File: src/rtl/muldiv_ctrl_pkg.sv
// muldiv_ctrl_pkg
//   Shared definitions for the HI/LO multiply/divide sequencer:
//   FUNCT field width and the MIPS FUNCT encodings it decodes,
//   plus the sequencer state type.
package muldiv_ctrl_pkg;

    localparam int unsigned FUNCT_W = 6;

    typedef logic [FUNCT_W-1:0] funct_t;

    localparam funct_t FUNCT_MFHI  = 6'h10;
    localparam funct_t FUNCT_MTHI  = 6'h11;
    localparam funct_t FUNCT_MFLO  = 6'h12;
    localparam funct_t FUNCT_MTLO  = 6'h13;
    localparam funct_t FUNCT_MULT  = 6'h18;
    localparam funct_t FUNCT_MULTU = 6'h19;
    localparam funct_t FUNCT_DIV   = 6'h1A;
    localparam funct_t FUNCT_DIVU  = 6'h1B;

    typedef enum logic [2:0] {
        IDLE,
        MUL,
        DIV,
        FIX,
        DONE
    } muldiv_state_t;

endpackage

File: src/rtl/muldiv_ctrl_div_iter.sv
// div_iter
//   Iterative restoring divider, one quotient bit per step.
//   load     : capture |dividend|, |divisor| and the result signs
//   step     : perform one shift/compare/subtract step
//   sgn      : operands are two's-complement (sampled on load)
//   quot/rem : sign-corrected quotient and remainder after DATA_WIDTH steps
module div_iter #(
    parameter int unsigned DATA_WIDTH = 32
) (
    input  logic                  clk,
    input  logic                  rst,
    input  logic                  load,
    input  logic                  step,
    input  logic                  sgn,
    input  logic [DATA_WIDTH-1:0] dividend,
    input  logic [DATA_WIDTH-1:0] divisor,
    output logic [DATA_WIDTH-1:0] quot,
    output logic [DATA_WIDTH-1:0] rem
);

    logic [DATA_WIDTH-1:0] rem_q;
    logic [DATA_WIDTH-1:0] quot_q;
    logic [DATA_WIDTH-1:0] dvsr_q;
    logic                  qneg_q;
    logic                  rneg_q;

    logic [DATA_WIDTH-1:0] a_mag;
    logic [DATA_WIDTH-1:0] b_mag;
    logic [DATA_WIDTH:0]   partial;
    logic [DATA_WIDTH:0]   trial;

    always_comb begin
        a_mag   = (sgn && dividend[DATA_WIDTH-1]) ? -dividend : dividend;
        b_mag   = (sgn && divisor[DATA_WIDTH-1])  ? -divisor  : divisor;
        partial = {rem_q, quot_q[DATA_WIDTH-1]};
        // Top bit clear means no borrow, i.e. partial >= divisor.
        trial   = partial - {1'b0, dvsr_q};
        quot    = qneg_q ? -quot_q : quot_q;
        rem     = rneg_q ? -rem_q  : rem_q;
    end

    always_ff @(posedge clk or posedge rst) begin
        if (rst) begin
            rem_q  <= '0;
            quot_q <= '0;
            dvsr_q <= '0;
            qneg_q <= 1'b0;
            rneg_q <= 1'b0;
        end else if (load) begin
            rem_q  <= '0;
            quot_q <= a_mag;
            dvsr_q <= b_mag;
            qneg_q <= sgn & (dividend[DATA_WIDTH-1] ^ divisor[DATA_WIDTH-1]);
            rneg_q <= sgn & dividend[DATA_WIDTH-1];
        end else if (step) begin
            if (!trial[DATA_WIDTH]) begin
                rem_q  <= trial[DATA_WIDTH-1:0];
                quot_q <= {quot_q[DATA_WIDTH-2:0], 1'b1};
            end else begin
                rem_q  <= partial[DATA_WIDTH-1:0];
                quot_q <= {quot_q[DATA_WIDTH-2:0], 1'b0};
            end
        end
    end

endmodule

File: src/rtl/muldiv_ctrl.sv
// muldiv_ctrl
//   Execute-stage sequencer for MULT/MULTU/DIV/DIVU/MTHI/MTLO; owns HI/LO.
//   clk, rst      : clock, asynchronous active-high reset
//   en            : ID/EX slot valid
//   flush         : cancel any operation in flight (HI/LO untouched)
//   funct         : decoded ALU function
//   op_a, op_b    : rs / rt operands
//   stall_o       : hold PC, IF/ID, ID/EX while the operation runs
//   hi_o, lo_o    : current HI / LO
module muldiv_ctrl
    import muldiv_ctrl_pkg::*;
#(
    parameter int unsigned DATA_WIDTH  = 32,
    parameter int unsigned MUL_LATENCY = 1
) (
    input  logic                  clk,
    input  logic                  rst,
    input  logic                  en,
    input  logic                  flush,
    input  logic [FUNCT_W-1:0]    funct,
    input  logic [DATA_WIDTH-1:0] op_a,
    input  logic [DATA_WIDTH-1:0] op_b,
    output logic                  stall_o,
    output logic [DATA_WIDTH-1:0] hi_o,
    output logic [DATA_WIDTH-1:0] lo_o
);

    localparam int unsigned CNT_W = $clog2(DATA_WIDTH);

    muldiv_state_t state, state_nx;

    logic [CNT_W-1:0]        cnt;
    logic [DATA_WIDTH-1:0]   hi_q, lo_q;
    logic [DATA_WIDTH-1:0]   mul_a, mul_b;
    logic                    mul_sgn;
    logic [2*DATA_WIDTH-1:0] mul_ext_a, mul_ext_b, product;
    logic [DATA_WIDTH-1:0]   div_quot, div_rem;

    logic is_mul, is_div, sgn_op, b_zero, start, mt_ok;
    logic div_load, div_step, mul_commit, div_commit;

    always_comb begin
        is_mul     = (funct == FUNCT_MULT) || (funct == FUNCT_MULTU);
        is_div     = (funct == FUNCT_DIV)  || (funct == FUNCT_DIVU);
        sgn_op     = (funct == FUNCT_MULT) || (funct == FUNCT_DIV);
        b_zero     = (op_b == '0);
        start      = en && !flush && (is_mul || is_div) && (state == IDLE);
        mt_ok      = en && !flush && (state == IDLE);
        div_load   = start && is_div && !b_zero;
        div_step   = (state == DIV);
        mul_commit = (state == MUL) && (cnt == '0) && !flush;
        div_commit = (state == FIX) && !flush;

        state_nx = state;
        case (state)
            IDLE: if (start) state_nx = is_mul ? MUL : (b_zero ? DONE : DIV);
            MUL:  if (cnt == '0) state_nx = DONE;
            DIV:  if (cnt == '0) state_nx = FIX;
            FIX:  state_nx = DONE;
            DONE: state_nx = IDLE;
            default: state_nx = IDLE;
        endcase
        if (flush) state_nx = IDLE;

        // Low in DONE so the held instruction retires there.
        stall_o = !rst && (start || (state == MUL) || (state == DIV) || (state == FIX));
    end

    always_ff @(posedge clk or posedge rst) begin
        if (rst) state <= IDLE;
        else     state <= state_nx;
    end

    always_ff @(posedge clk or posedge rst) begin
        if (rst) begin
            cnt     <= '0;
            mul_a   <= '0;
            mul_b   <= '0;
            mul_sgn <= 1'b0;
        end else if (start) begin
            cnt <= is_mul ? CNT_W'(MUL_LATENCY - 1) : CNT_W'(DATA_WIDTH - 1);
            if (is_mul) begin
                mul_a   <= op_a;
                mul_b   <= op_b;
                mul_sgn <= sgn_op;
            end
        end else if (((state == MUL) || (state == DIV)) && (cnt != '0)) begin
            cnt <= cnt - 1'b1;
        end
    end

    // Sign-extending (or zero-extending) to 2*DATA_WIDTH lets one unsigned
    // multiplier give the correct low 2*DATA_WIDTH bits for both cases.
    always_comb begin
        mul_ext_a = {{DATA_WIDTH{mul_sgn & mul_a[DATA_WIDTH-1]}}, mul_a};
        mul_ext_b = {{DATA_WIDTH{mul_sgn & mul_b[DATA_WIDTH-1]}}, mul_b};
        product   = mul_ext_a * mul_ext_b;
    end

    div_iter #(
        .DATA_WIDTH(DATA_WIDTH)
    ) u_div_iter (
        .clk      (clk),
        .rst      (rst),
        .load     (div_load),
        .step     (div_step),
        .sgn      (sgn_op),
        .dividend (op_a),
        .divisor  (op_b),
        .quot     (div_quot),
        .rem      (div_rem)
    );

    always_ff @(posedge clk or posedge rst) begin
        if (rst) begin
            hi_q <= '0;
            lo_q <= '0;
        end else if (mul_commit) begin
            hi_q <= product[2*DATA_WIDTH-1:DATA_WIDTH];
            lo_q <= product[DATA_WIDTH-1:0];
        end else if (div_commit) begin
            hi_q <= div_rem;
            lo_q <= div_quot;
        end else if (mt_ok && (funct == FUNCT_MTHI)) begin
            hi_q <= op_a;
        end else if (mt_ok && (funct == FUNCT_MTLO)) begin
            lo_q <= op_a;
        end
    end

    assign hi_o = hi_q;
    assign lo_o = lo_q;

endmodule
File: config.mk
export PLATFORM = sky130hd
export DESIGN_NAME = muldiv_ctrl
export DESIGN_NICKNAME = d
export VERILOG_FILES = /design/src/rtl/muldiv_ctrl_pkg.sv /design/src/rtl/muldiv_ctrl_div_iter.sv /design/src/rtl/muldiv_ctrl.sv
export SDC_FILE = /design/constraint.sdc
export NUM_CORES = 2
export LEC_CHECK = 0
export CAP_MARGIN = 5
export CORE_UTILIZATION = 41
export CTS_CLUSTER_DIAMETER = 80
export CTS_CLUSTER_SIZE = 40
export DETAILED_ROUTE_END_ITERATION = 12
export PLACE_DENSITY_LB_ADDON = 0.15
export SETUP_SLACK_MARGIN = 0.05
export SLEW_MARGIN = 20
export SYNTH_ARGS = -nofsm -noshare
export SYNTH_HDL_FRONTEND = slang
export SYNTH_SLANG_ARGS = --single-unit
File: constraint.sdc
create_clock -name clk -period 7.6 [get_ports clk]
set_input_delay 0.76 -clock clk [delete_from_list [all_inputs] [get_ports clk]]
set_output_delay 0.76 -clock clk [all_outputs]
set_load 0.02 [all_outputs]
# Yosys cells after proc, flatten, opt, wreduce, memory -nomap -nowiden
# Cells that the tools add are included.
# word_totals
input_bits	74
regBits	235
# classes
n_mul	1
n_bitwise	5
n_mux	27
addsub	6
n_reduce_logical	37
eq_ne	13
# ops
cell	count
$mux 32	16
$neg 32->32	4
$mul 33x33->64	1
$eq 6x5->1 const B	6
$sub 33x32->33	1
$logic_not 32->1	1
$mux 3	6
$logic_and 1x1->1	15
$mux 5	3
$pmux 3 s4	1
$logic_or 1x1->1	8
$eq 3x2->1 const B	2
$ne 3x2->1 const B	2
$ne 3x3->1 const B	2
$reduce_bool 3->1	2
$logic_not 5->1	1
$reduce_bool 5->1	1
$sub 5x1->5 const B	1
$and 1x1->1	4
$reduce_and 2->1	2
$reduce_bool 2->1	2
$eq 3x1->1 const B	1
$logic_not 1->1	3
$logic_not 3->1	1
other kinds (3)	3

# Depth between registers and ports, before layout
# logic_depth
depth_word	9
depth_mapped	31

# By module
# From an unflattened synthesis, not the netlist that was laid out.
# hier_totals
hier_cells	5858
hier_area_um2	52638.0
# modules_own_cells
module	cells_each	n_inst	area_per_inst_um2	seq_area_each_um2
muldiv_ctrl	4808	1	44067.3	3428.3
div_iter	1050	1	8570.7	2452.4

# Least setup slack after synthesis
# OpenSTA, ideal clock, no wires.
# synth_timing
kind	register to register
start	register mul_a[31]
end	register hi_q[29] (netlist: hi_o[29])
setup_ns	0.137
stages_incl_launch_ff	29
arrival_ns	7.851
synth_period_minus_slack_ns	7.988
n_path_buf	2
t_required_ns	7.463
setup_slack_ns	-0.388
path_cell_list	dfrtp_1 > clkbuf_1 > and2_1 > clkbuf_1 > nand2_1 > inv_1 > fa_1 > inv_1 > fa_1 > inv_1 > fa_1 > inv_1 > fa_1 > fa_1 > fa_1 > fa_1 > fa_1 > inv_1 > ha_1 > a21oi_1 > o21bai_1 > a21oi_1 > o21ai_0 > a21o_1 > a21o_1 > a221o_1 > a21oi_1 > xor2_1 > o21ai_0
# synth_via
elab_chain_cells	3
# synth_lines
element	line	text
start: declaration	muldiv_ctrl.sv:34	logic [DATA_WIDTH-1:0] mul_a, mul_b;
start signal: assignment	muldiv_ctrl.sv:83	mul_a <= op_a;
$and 1x1->1	muldiv_ctrl.sv:95	mul_ext_a = {{DATA_WIDTH{mul_sgn & mul_a[DATA_WIDTH-1]}}, mul_a};
$mul 33x33->64 *	muldiv_ctrl.sv:97	product = mul_ext_a * mul_ext_b;
$mux 32 *	muldiv_ctrl.sv:118	end else if (mul_commit) begin
end signal: assignment	muldiv_ctrl.sv:119	hi_q <= product[2*DATA_WIDTH-1:DATA_WIDTH];
end signal: assignment	muldiv_ctrl.sv:122	hi_q <= div_rem;
end signal: assignment	muldiv_ctrl.sv:125	hi_q <= op_a;
end: declaration	muldiv_ctrl.sv:33	logic [DATA_WIDTH-1:0] hi_q, lo_q;
# Mark *: on every way between the ends. The rest lies on a longest branch, timed or not.
# A chain may end at the register's enable or synchronous reset.

# Worst setup path after layout
# layout_timing
start	register mul_b[0]
end	register hi_q[26] (netlist: hi_o[26])
# layout_via
elab_chain_cells	2
# layout_lines
element	line	text
start: declaration	muldiv_ctrl.sv:34	
start signal: assignment	muldiv_ctrl.sv:84	mul_b <= op_b;
$mul 33x33->64	muldiv_ctrl.sv:97	
$mux 32	muldiv_ctrl.sv:118	
# No other way between the ends.

==> metrics.md <==
| Metric | Value |
|---|---|
| Status | `finished with violations` |
| Failing checks | `negative setup slack` |
| Primary FF master, synth | `dfrtp_1` |
| Worst hold slack | `0.490 ns` |
| Hold buffers post-CTS | `0` |
| Hpwl dp | `139000 microns` |
| Port bufs | `138` |
| Avg WL per Cell | `21.5 microns` |
| Post-synth top area cell | `fa_1` |
| Synth area leaders | `fa_1 43%, dfrtp_1 11%, inv_1 8.7%` |
| HP Class | `reg2reg` |
| Setup crit end | `hi_o[26]` |
| Internal | `5840 uW` |
| R2r setup slk | `-0.25 ns` |
| Reg-to-reg endpoint | `hi_o[26]` |
| Global routing's busiest layer | `met2` |
| Max incr delay on CP | `0.60 ns` |
| Final Hold Violating Endpoints | `0` |
| Final #Nets | `7674` |
| Register bit total from synthesis | `235` |
| Final Setup Violations | `15` |
| Min Clock Period, post-route | `7.85 ns` |
| Largest family of logic cells by synthesized area | `adder cells` |
| Skew-Pair Late Insertion Delay | `0.59 ns` |
| Synth top area share | `43.3%` |
| Pleak | `0.0298 uW` |
| Compound-cell area share of the yosys netlist | `8.26%` |
| M2 GR Usage | `45.1%` |
| CP Capture Type | `flip-flop` |
| FP Rows | `130` |
| F_max | `127 MHz` |
| Startpoint Class | `flip-flop` |
| Sw Share | `49.7%` |
| Fill cells | `12000` |
| Reg2reg path depth | `30` |
| CTS max path bufs | `3` |
| DRT Wirelength | `170000 microns` |
| Ports | `139` |
| Number of global-route vias before repair | `43300` |
| All-layer global routing usage | `26.8%` |
| CP max stage cell | `fa_2` |
| Syn Std Cell Area | `0.0520 sq mm` |
| Synth Warn # | `0` |
| Initial antenna violation count | `8` |
| Initial core utilization | `41.4%` |
| Worst-path fanout max | `7` |
| Seq pwr share | `15.6%` |
| Pre-CTS setup slack | `-0.753 ns` |
| Count leader, synth | `inv_1` |
| Power per cell area | `189 mW/mm^2` |
| CP arrival | `8.32 ns` |
| DRT Pass-1 Iters | `6` |
| Slew Limit Fails | `0` |
| DR vias/cell | `5.19` |
| CP dominant cell by count | `fa_1` |
| Dpl cells | `7773` |
| Number of library cell types mapped by synthesis | `75` |
| Max-cap violations | `0` |
| Switching pwr | `5780 uW` |
| Die ar. | `0.128 sq mm` |
| Reg-to-Reg Start | `mul_b[0]` |
| Area Growth Syn to Fin | `18.2%` |
| Total global routing overflow | `0` |
| First-pass GRT wire length | `262000 microns` |
| Async SR Flop Fraction | `100%` |
| Clock network power share | `11.7%` |
| Iter 0 DRT Violations | `3014` |
| Final std cells w/o fill | `7895` |
| PnR worst setup slack | `-0.253 ns` |
| RSZ-0062 raised after global routing | `true` |
| GR Layer Usage met1 | `37.6%` |
| Top cells by count, synth | `1203 x inv_1, 1126 x fa_1, 1062 x nand2_1` |
| Tcrit/Tclk final | `103%` |
| Clock root cell | `clkbuf_16` |
| Core area | `0.126 sq mm` |
| Post-synth EDFFs | `0` |
| Mapped Cells | `5870` |
| Crit Path Class | `reg2reg` |
| CTS tree | `built` |
| Via Count | `41000` |
| Cts bufs inserted | `23` |
| Combinational Power Share | `72.7%` |
| Clock Pin Slew Worst Setup and Hold Paths | `0.09 ns` |
| Sequential share of the synthesized area | `11.3%` |
| Number of routed nets with antenna violations | `0` |
| Adder-Cell Fraction of Synth Area | `49.3%` |
| Share of cells above drive strength 1 | `13.4%` |
| Slew HR | `28.0%` |
| Clock Sinks | `235` |
| Post-synth net total | `7319` |
| Clock skew | `0.0267 ns` |
| Pin count of the biggest net entering global routing | `105` |
| Worst vdd ir | `167 uV` |
| # DRC | `0` |
| Post-synthesis mux area share | `0.577%` |
| M3 GR Usage | `2.28%` |
| Total Power | `11600 uW` |
| Global placement routability congestion | `0.922` |
| Post-Synth Simple-Gate Area | `15.8%` |
| # H-tree levels | `1` |
| Die W | `358 microns` |
| Synth Area in XOR/XNOR | `3.65%` |
| CP Launch Point | `mul_b[0]` |
| DIE HEIGHT | `358 microns` |
| Worst-Margin Slew | `1.05 ns` |
| Critical Path RT | `8.07 ns` |
| Mean area per synthesized cell | `8.86 sq um` |
## cells in the final DEF, fill, tap and decap left out, types with 15 or more instances in the layout
cell             count
o211ai_1            16
ha_1               229
o21ai_0            164
a222oi_1            18
fa_1              1089
nor2b_1             23
ha_4                20
nand4_1             22
inv_1             1162
a21oi_1            143
o21ai_1             34
buf_12              69
inv_2               36
a21oi_2             26
nor3_1              29
nand2_1           1051
and3_1              23
a21o_1              42
buf_6               40
o31ai_1             33
fa_2                37
nand3_1             35
xnor2_1            105
buf_4              386
mux2i_1             30
clkdlybuf4s50_1    138
a211oi_1            58
dfrtp_2             19
nor2_1             142
buf_8               15
or4_1               20
xor2_1              97
and2_1             343
clkbuf_16           33
dfrtp_1            215
## layer usage
layer | wire (microns) | up-vias
met3 | 9280 | 206
met5 | 41 | -
met2 | 82000 | 1093
met1 | 73400 | 21300
met4 | 4930 | 6
li1 | - | 18400
## critical path: cells and delay by family, from the launching register on
kind                     cells  cell delay [ns]
AO/OA/AOI/OAI                3             0.57
XOR/XNOR                     1             0.13
adder cells (fa/ha/maj)      9             4.44
buffers and inverters       11             1.18
flip-flops                   1             0.47
AND/OR/NAND/NOR              6             0.90
## metrics by stage
step	instance area [sq um]	util (%)	setup TNS (ns)
5_1_grt	61500	48.9	-6.02
3_5_place_dp	58400	46.5	-11.68
3_3_place_gp	58400	46.5	-10.54
6_report	61500	48.9	-1.72
2_1_floorplan	52100	-	-0.00243
4_1_cts	59900	47.7	-1.40
## registers in the layout, summed over array words and instances (netlist names)
name / flops
state: 3
mul_sgn: 1
mul_a: 32
u_div_iter.rneg_q: 1
mul_b: 32
u_div_iter.quot_q: 32
u_div_iter.qneg_q: 1
u_div_iter.rem_q: 32
lo_o: 32
hi_o: 32
u_div_iter.dvsr_q: 32
cnt: 5
## how the worst min path moves through the flow
stage	cells past startpoint	to	start
floorplan	2	u_div_iter.dvsr_q[0]	u_div_iter.dvsr_q[0]
global placement	2	lo_o[7]	lo_o[7]
detailed placement	2	lo_o[10]	lo_o[10]
CTS	2	lo_o[5]	lo_o[5]
global route	2	u_div_iter.dvsr_q[0]	u_div_iter.dvsr_q[0]
finish	2	lo_o[5]	lo_o[5]
## kinds of logic after synthesis
kind of cell               after synthesis
DFF                                    235
muxes                                   30
and+or+nand+nor                       1801
AOI/OAI and AO/OA                      680
adders and majority gates             1375
buffers and inverters                 1532
xor gates and xnor gates               217
## final cells by class
| type | instances | area [sq um] | area share [%] |
|---|---|---|---|
| clock buffer | 26 | 617 | 1.00 |
| multi-input combinational | 4103 | 41500 | 67.5 |
| inverter | 1203 | 4540 | 7.38 |
| antenna | 3 | 7.51 | 0.0122 |
| tap | 1650 | 2060 | 3.36 |
| sequential | 235 | 5910 | 9.61 |
| clock inverter | 16 | 244 | 0.397 |
| timing repair buffer | 659 | 6610 | 10.8 |
## power groups by stage
stage               clock [uW]  sequential [uW]  combinational, uW
finish                    1360             1810               8450
global route              1420             1840               9280
CTS                       1380             1800               7780
detailed placement           0             1830               7470
global placement             0             1820               7460
floorplan                    0             1720               4480
## repair_timing
action / in CTS / in global routing
resized for setup: 133 / 252
endpoints found under the setup margin: 32 / 37
buffers inserted: 15 / 54
pin swaps: 32 / 101
gates cloned: 0 / 10
No activity file was read; power rests on OpenSTA's default activity.
